[src/rtl/lamp_alarm_ctrl_pkg.sv]
// Shared types and default lamp codes for the lamp-sequence alarm.
// Holds the controller state enum and the code constants.
package lamp_alarm_ctrl_pkg;

  typedef enum logic [2:0] {
    S_IDLE    = 3'd0,
    S_WAIT0   = 3'd1,
    S_GOT1    = 3'd2,
    S_GOT2    = 3'd3,
    S_ALARM   = 3'd4,
    S_LOCKOUT = 3'd5
  } lac_state_t;

  localparam logic [1:0] LAC_CODE0 = 2'b01;
  localparam logic [1:0] LAC_CODE1 = 2'b10;
  localparam logic [1:0] LAC_CODE2 = 2'b11;

endpackage

[src/rtl/lamp_alarm_ctrl_lockout_timer.sv]
// Tamper lockout timer: load with LOCK_CYCLES-1, count down, flag zero.
// Ports: CLK, RST (async low), load, dec, done.
module lac_lockout_timer #(
  parameter int LOCK_CYCLES = 8
) (
  input  logic CLK,
  input  logic RST,
  input  logic load,
  input  logic dec,
  output logic done
);

  localparam int W = (LOCK_CYCLES > 1) ? $clog2(LOCK_CYCLES) : 1;

  logic [W-1:0] cnt;

  always_ff @(posedge CLK or negedge RST) begin
    if (!RST) begin
      cnt <= '0;
    end else if (load) begin
      cnt <= W'(LOCK_CYCLES - 1);
    end else if (dec && cnt != '0) begin
      cnt <= cnt - 1'b1;
    end
  end

  assign done = (cnt == '0);

endmodule

[src/rtl/lamp_alarm_ctrl.sv]
// Armed lamp-sequence alarm controller with ack and tamper lockout.
// Ports: CLK, RST, ARM, SAMPLE, SW, ACK -> ALARM, ARMED, TAMPER, STEP, FAILS.
module lamp_alarm_ctrl
  import lamp_alarm_ctrl_pkg::*;
#(
  parameter logic [1:0] CODE0       = LAC_CODE0,
  parameter logic [1:0] CODE1       = LAC_CODE1,
  parameter logic [1:0] CODE2       = LAC_CODE2,
  parameter int         MAX_FAIL    = 3,
  parameter int         LOCK_CYCLES = 8,
  localparam int        FW          = $clog2(MAX_FAIL + 1)
) (
  input  logic          CLK,
  input  logic          RST,
  input  logic          ARM,
  input  logic          SAMPLE,
  input  logic [1:0]    SW,
  input  logic          ACK,
  output logic          ALARM,
  output logic          ARMED,
  output logic          TAMPER,
  output logic [1:0]    STEP,
  output logic [FW-1:0] FAILS
);

  if (CODE0 == 2'b00 || CODE1 == 2'b00 || CODE2 == 2'b00 ||
      CODE0 == CODE1 || CODE1 == CODE2 || CODE0 == CODE2)
  begin : g_bad_codes
    $fatal(1, "lamp codes must be distinct and nonzero");
  end

  if (MAX_FAIL < 1 || LOCK_CYCLES < 1) begin : g_bad_limits
    $fatal(1, "MAX_FAIL and LOCK_CYCLES must be at least 1");
  end

  lac_state_t    state, state_d;
  logic [FW-1:0] fails_d, fails_inc;
  logic [1:0]    exp_code, prev_code;
  logic          hit, zero, rep;
  logic          t_load, t_dec, t_done;
  logic          alarm_d, armed_d, tamper_d;
  logic [1:0]    step_d;

  lac_lockout_timer #(
    .LOCK_CYCLES(LOCK_CYCLES)
  ) u_timer (
    .CLK (CLK),
    .RST (RST),
    .load(t_load),
    .dec (t_dec),
    .done(t_done)
  );

  always_ff @(posedge CLK or negedge RST) begin
    if (!RST) begin
      state <= S_IDLE;
      FAILS <= '0;
    end else begin
      state <= state_d;
      FAILS <= fails_d;
    end
  end

  assign fails_inc = FAILS + 1'b1;

  // WAIT0 has no previous code, so rep can never fire there.
  always_comb begin
    exp_code  = CODE0;
    prev_code = CODE0;
    rep       = 1'b0;
    unique case (state)
      S_GOT1: begin
        exp_code = CODE1;
        rep      = (SW == CODE0);
      end
      S_GOT2: begin
        exp_code  = CODE2;
        prev_code = CODE1;
        rep       = (SW == CODE1);
      end
      default: ;
    endcase
    hit  = (SW == exp_code);
    zero = (SW == 2'b00);
  end

  always_comb begin
    state_d = state;
    fails_d = FAILS;
    unique case (state)
      S_IDLE: begin
        if (ARM) state_d = S_WAIT0;
      end
      S_WAIT0, S_GOT1, S_GOT2: begin
        if (!ARM) begin
          state_d = S_IDLE;
        end else if (SAMPLE) begin
          unique case (1'b1)
            hit: begin
              fails_d = '0;
              unique case (state)
                S_WAIT0: state_d = S_GOT1;
                S_GOT1:  state_d = S_GOT2;
                default: state_d = S_ALARM;
              endcase
            end
            zero, rep: ;
            default: begin
              fails_d = fails_inc;
              state_d = (fails_inc == FW'(MAX_FAIL)) ?
                        S_LOCKOUT : S_WAIT0;
            end
          endcase
        end
      end
      S_ALARM: begin
        if (ACK) state_d = ARM ? S_WAIT0 : S_IDLE;
      end
      S_LOCKOUT: begin
        if (t_done) begin
          fails_d = '0;
          state_d = ARM ? S_WAIT0 : S_IDLE;
        end
      end
      default: state_d = S_IDLE;
    endcase
  end

  assign t_load = (state_d == S_LOCKOUT) && (state != S_LOCKOUT);
  assign t_dec  = (state == S_LOCKOUT);

  // Outputs decode the next state so they land with the state register.
  always_comb begin
    alarm_d  = 1'b0;
    armed_d  = 1'b0;
    tamper_d = 1'b0;
    step_d   = 2'd0;
    unique case (state_d)
      S_WAIT0: armed_d = 1'b1;
      S_GOT1: begin
        armed_d = 1'b1;
        step_d  = 2'd1;
      end
      S_GOT2: begin
        armed_d = 1'b1;
        step_d  = 2'd2;
      end
      S_ALARM:   alarm_d  = 1'b1;
      S_LOCKOUT: tamper_d = 1'b1;
      default: ;
    endcase
  end

  always_ff @(posedge CLK or negedge RST) begin
    if (!RST) begin
      ALARM  <= 1'b0;
      ARMED  <= 1'b0;
      TAMPER <= 1'b0;
      STEP   <= 2'd0;
    end else begin
      ALARM  <= alarm_d;
      ARMED  <= armed_d;
      TAMPER <= tamper_d;
      STEP   <= step_d;
    end
  end

endmodule

[config.mk]
export PLATFORM = sky130hd
export DESIGN_NAME = lamp_alarm_ctrl
export DESIGN_NICKNAME = d
export VERILOG_FILES = /design/src/rtl/lamp_alarm_ctrl_pkg.sv /design/src/rtl/lamp_alarm_ctrl_lockout_timer.sv /design/src/rtl/lamp_alarm_ctrl.sv
export SDC_FILE = /design/constraint.sdc
export NUM_CORES = 1
export LEC_CHECK = 0
export BUFFER_PORTS_ARGS = -buffer_cell sky130_fd_sc_hd__buf_2
export CAP_MARGIN = 0
export CORE_MARGIN = 1
export CORE_UTILIZATION = 40
export DETAILED_ROUTE_END_ITERATION = 16
export GPL_TIMING_DRIVEN = 1
export PLACE_DENSITY = 0.64
export SYNTH_ARGS = -nofsm -noshare
export SYNTH_HDL_FRONTEND = slang
export SYNTH_SLANG_ARGS = --single-unit
[constraint.sdc]
create_clock -name CLK -period 1.9 [get_ports CLK]
set_clock_uncertainty 0.2 [all_clocks]
set_input_delay 0.38 -clock CLK [delete_from_list [all_inputs] [get_ports CLK]]
set_output_delay 0.38 -clock CLK [all_outputs]
set_load 0.01 [all_outputs]
==> metrics.cfg <==
[final_layout]
fill_cells=207
utilization=0.479
area_delta_synth_final_pct=11.1
stdcell_area_um2=948
fin_cells=133
nNetsFinal=117
antenna_cells=0
drive_gt1_frac=0.255

[placement]
place_ws_ns=0.0920
dp_cells=128
dpl_cell_area_um2=910
gp_congestion=0.791
port_buffers=13
hpwl_mm=1.26

[clock_tree]
h-tree-depth=1
clk_pin_slew_ns=0.07
postCtsSetupBuffers=0
cts_root_buf=clkbuf_4
cts_buffers=3
cts_tree=built
clockBufferDepth=2
clock-sinks=13
clock_latency_ns=0.26

[worst_setup_path]
path_max_fanout=7
arrival_ns=1.74
critPathLaunchType=register
required_ns=1.86
end_kind=register
critPathKind=register to register

[run_status]
outcome=finished clean

[global_routing]
grt_overflow=0
grt_max_degree=15
antenna_found_initial=0
grt_pass1_wl_mm=2.57
grt_pass1_vias=596
grtUsageTotal=0.159

[die]
die_height_um=48.2
dieArea_mm2=0.00232
core_mm2=0.00198
rows=16
die_w_um=48.2
start_util=0.431
pin_count=14

[sta]
fmax_mhz=560
holdWs_ns=0.244
grt_setup_unrepaired=false
finalSetupViolCount=0
slew_headroom=0.668
min_period_ns=1.79
post-route-period-util=0.940
hold_viol_final=0
tns_ns=0
finalMaxSlewViolations=0
worst_slew_pin_slew_ns=0.490
setup_ws_ns=0.113

[flow_run]
max-cap-violations=0

[power]
p_leak_nw=0.462
power.total_mw=0.865
ir_drop_mv=0.536
p_per_area_mw_per_mm2=912

[synthesis]
synth_top_area_frac=0.381
yosys_most_used_dff=dfrtp_1
synth-edff-count=0
synth_cell_types=38
syn-cell-area_um2=853
ys_ff_latch=13
syn_avg_cell_area_um2=9.18
async_flop_share=1.00
synth_area_leaders=dfrtp_1 (38%), ha_1 (4.4%), nand2b_1 (4.4%)
synthCells=93
ys_warn_count=0
synth.largest_area_cell=dfrtp_1
synth_seq_area_share=0.381
syn_nets=103

[drt]
via_per_inst=5.05
vias=671
dr.first_iter.drc_count=10
ant_nets=0
remaining_drc_errors=0
firstDrtPassIters=4
wl_per_cell_um=12.3
routed_wl_mm=1.63

[min_path]
hold_path_class=primary input to register

## sequential cells by signal, indices dropped and copies added (netlist names)
signal,cells
ALARM,1
ARMED,1
FAILS,2
STEP,2
TAMPER,1
state,3
u_timer.cnt,3
## synth_stat cells, drive strengths merged (2+ instances only)
cell,number
a21oi,3
o221ai,2
dfrtp,13
a21o,3
a221oi,2
nor2,7
nand3,3
buf,5
nand2,8
xor2,2
nand4,2
ha,3
inv,10
nor2b,4
o21ai,6
xnor2,2
nand2b,6
## cells in the final DEF, fill, tap and decap left out, drive strengths merged
cell / n
o21a: 1
nor2: 7
clkbuf: 4
o221ai: 2
and2b: 1
ha: 3
nand4: 2
o21ai: 6
nor2b: 4
o211a: 1
and3b: 1
nand2b: 6
inv: 10
dlygate4sd3: 1
and2: 1
nor3: 1
mux2: 1
a221oi: 2
xnor2: 2
and3: 1
a21oi: 3
xor2: 2
o22ai: 1
buf: 13
nand2: 8
o31ai: 1
nand3: 3
o211ai: 1
dfrtp: 13
o311ai: 1
a21o: 3
## logic make-up (layout without fill, tap and decap cells)
family,after synthesis,in the layout,share of synthesized area
XOR/XNOR,4,4,0.0411
flip-flops,13,13,0.381
AND/OR/NAND/NOR,35,35,0.226
buffers and inverters,15,28,0.0938
adder cells (fa/ha/maj),3,3,0.0440
multiplexers,1,1,0.0132
AO/OA/AOI/OAI,22,22,0.201
## metal layers
layer  track usage  routed length (um)  up-vias
met5             0                   0        -
met4        0.0889                   0        0
met3        0.0111                  73        0
met2         0.232                 748        9
met1         0.233                 811      316
li1              -                   -      346
## layout make-up
cell class | count | area [um2] | share of cell area
inverters | 10 | 37.5 | 0.0396
well taps | 27 | 33.8 | 0.0356
repair buffers | 14 | 75.1 | 0.0792
flip-flops and latches | 13 | 328 | 0.346
multi-input cells | 65 | 448 | 0.472
clock buffers | 4 | 26.3 | 0.0277
## where the power goes
group | internal [mW] | total, mW | switching (mW)
clock | 0.0811 | 0.163 | 0.0816
sequential | 0.340 | 0.401 | 0.0613
combinational | 0.138 | 0.301 | 0.163
total | 0.559 | 0.865 | 0.306
## worst max-delay path, cell delays in order, from the launching register on
cell and delay (ns):
dfrtp_1 0.50, nor2b_1 0.25, and3_1 0.36, nand2_1 0.11
xor2_1 0.18, nand2_1 0.07
## worst paths after layout
check / startpoint / to / slack, ns / cells past startpoint
max: state[2] / u_timer.cnt[2] / 0.11 / 5
min: ARM / state[0] / 0.24 / 3
max reg2reg: state[2] / u_timer.cnt[2] / 0.11 / 5
min reg2reg: FAILS[1] / FAILS[1] / 0.31 / 2
max in group asynchronous: RST / state[1] / 0.94 / 2
min in group asynchronous: RST / u_timer.cnt[2] / 0.32 / 2
## what timing repair did
action                                  in CTS  in global routing
hold buffers                                 1                  0
endpoints found under the setup margin       0                  6
gates resized for setup                      0                  2
endpoints found under the hold margin       13                  0
Power figures use the tool's default switching activity.
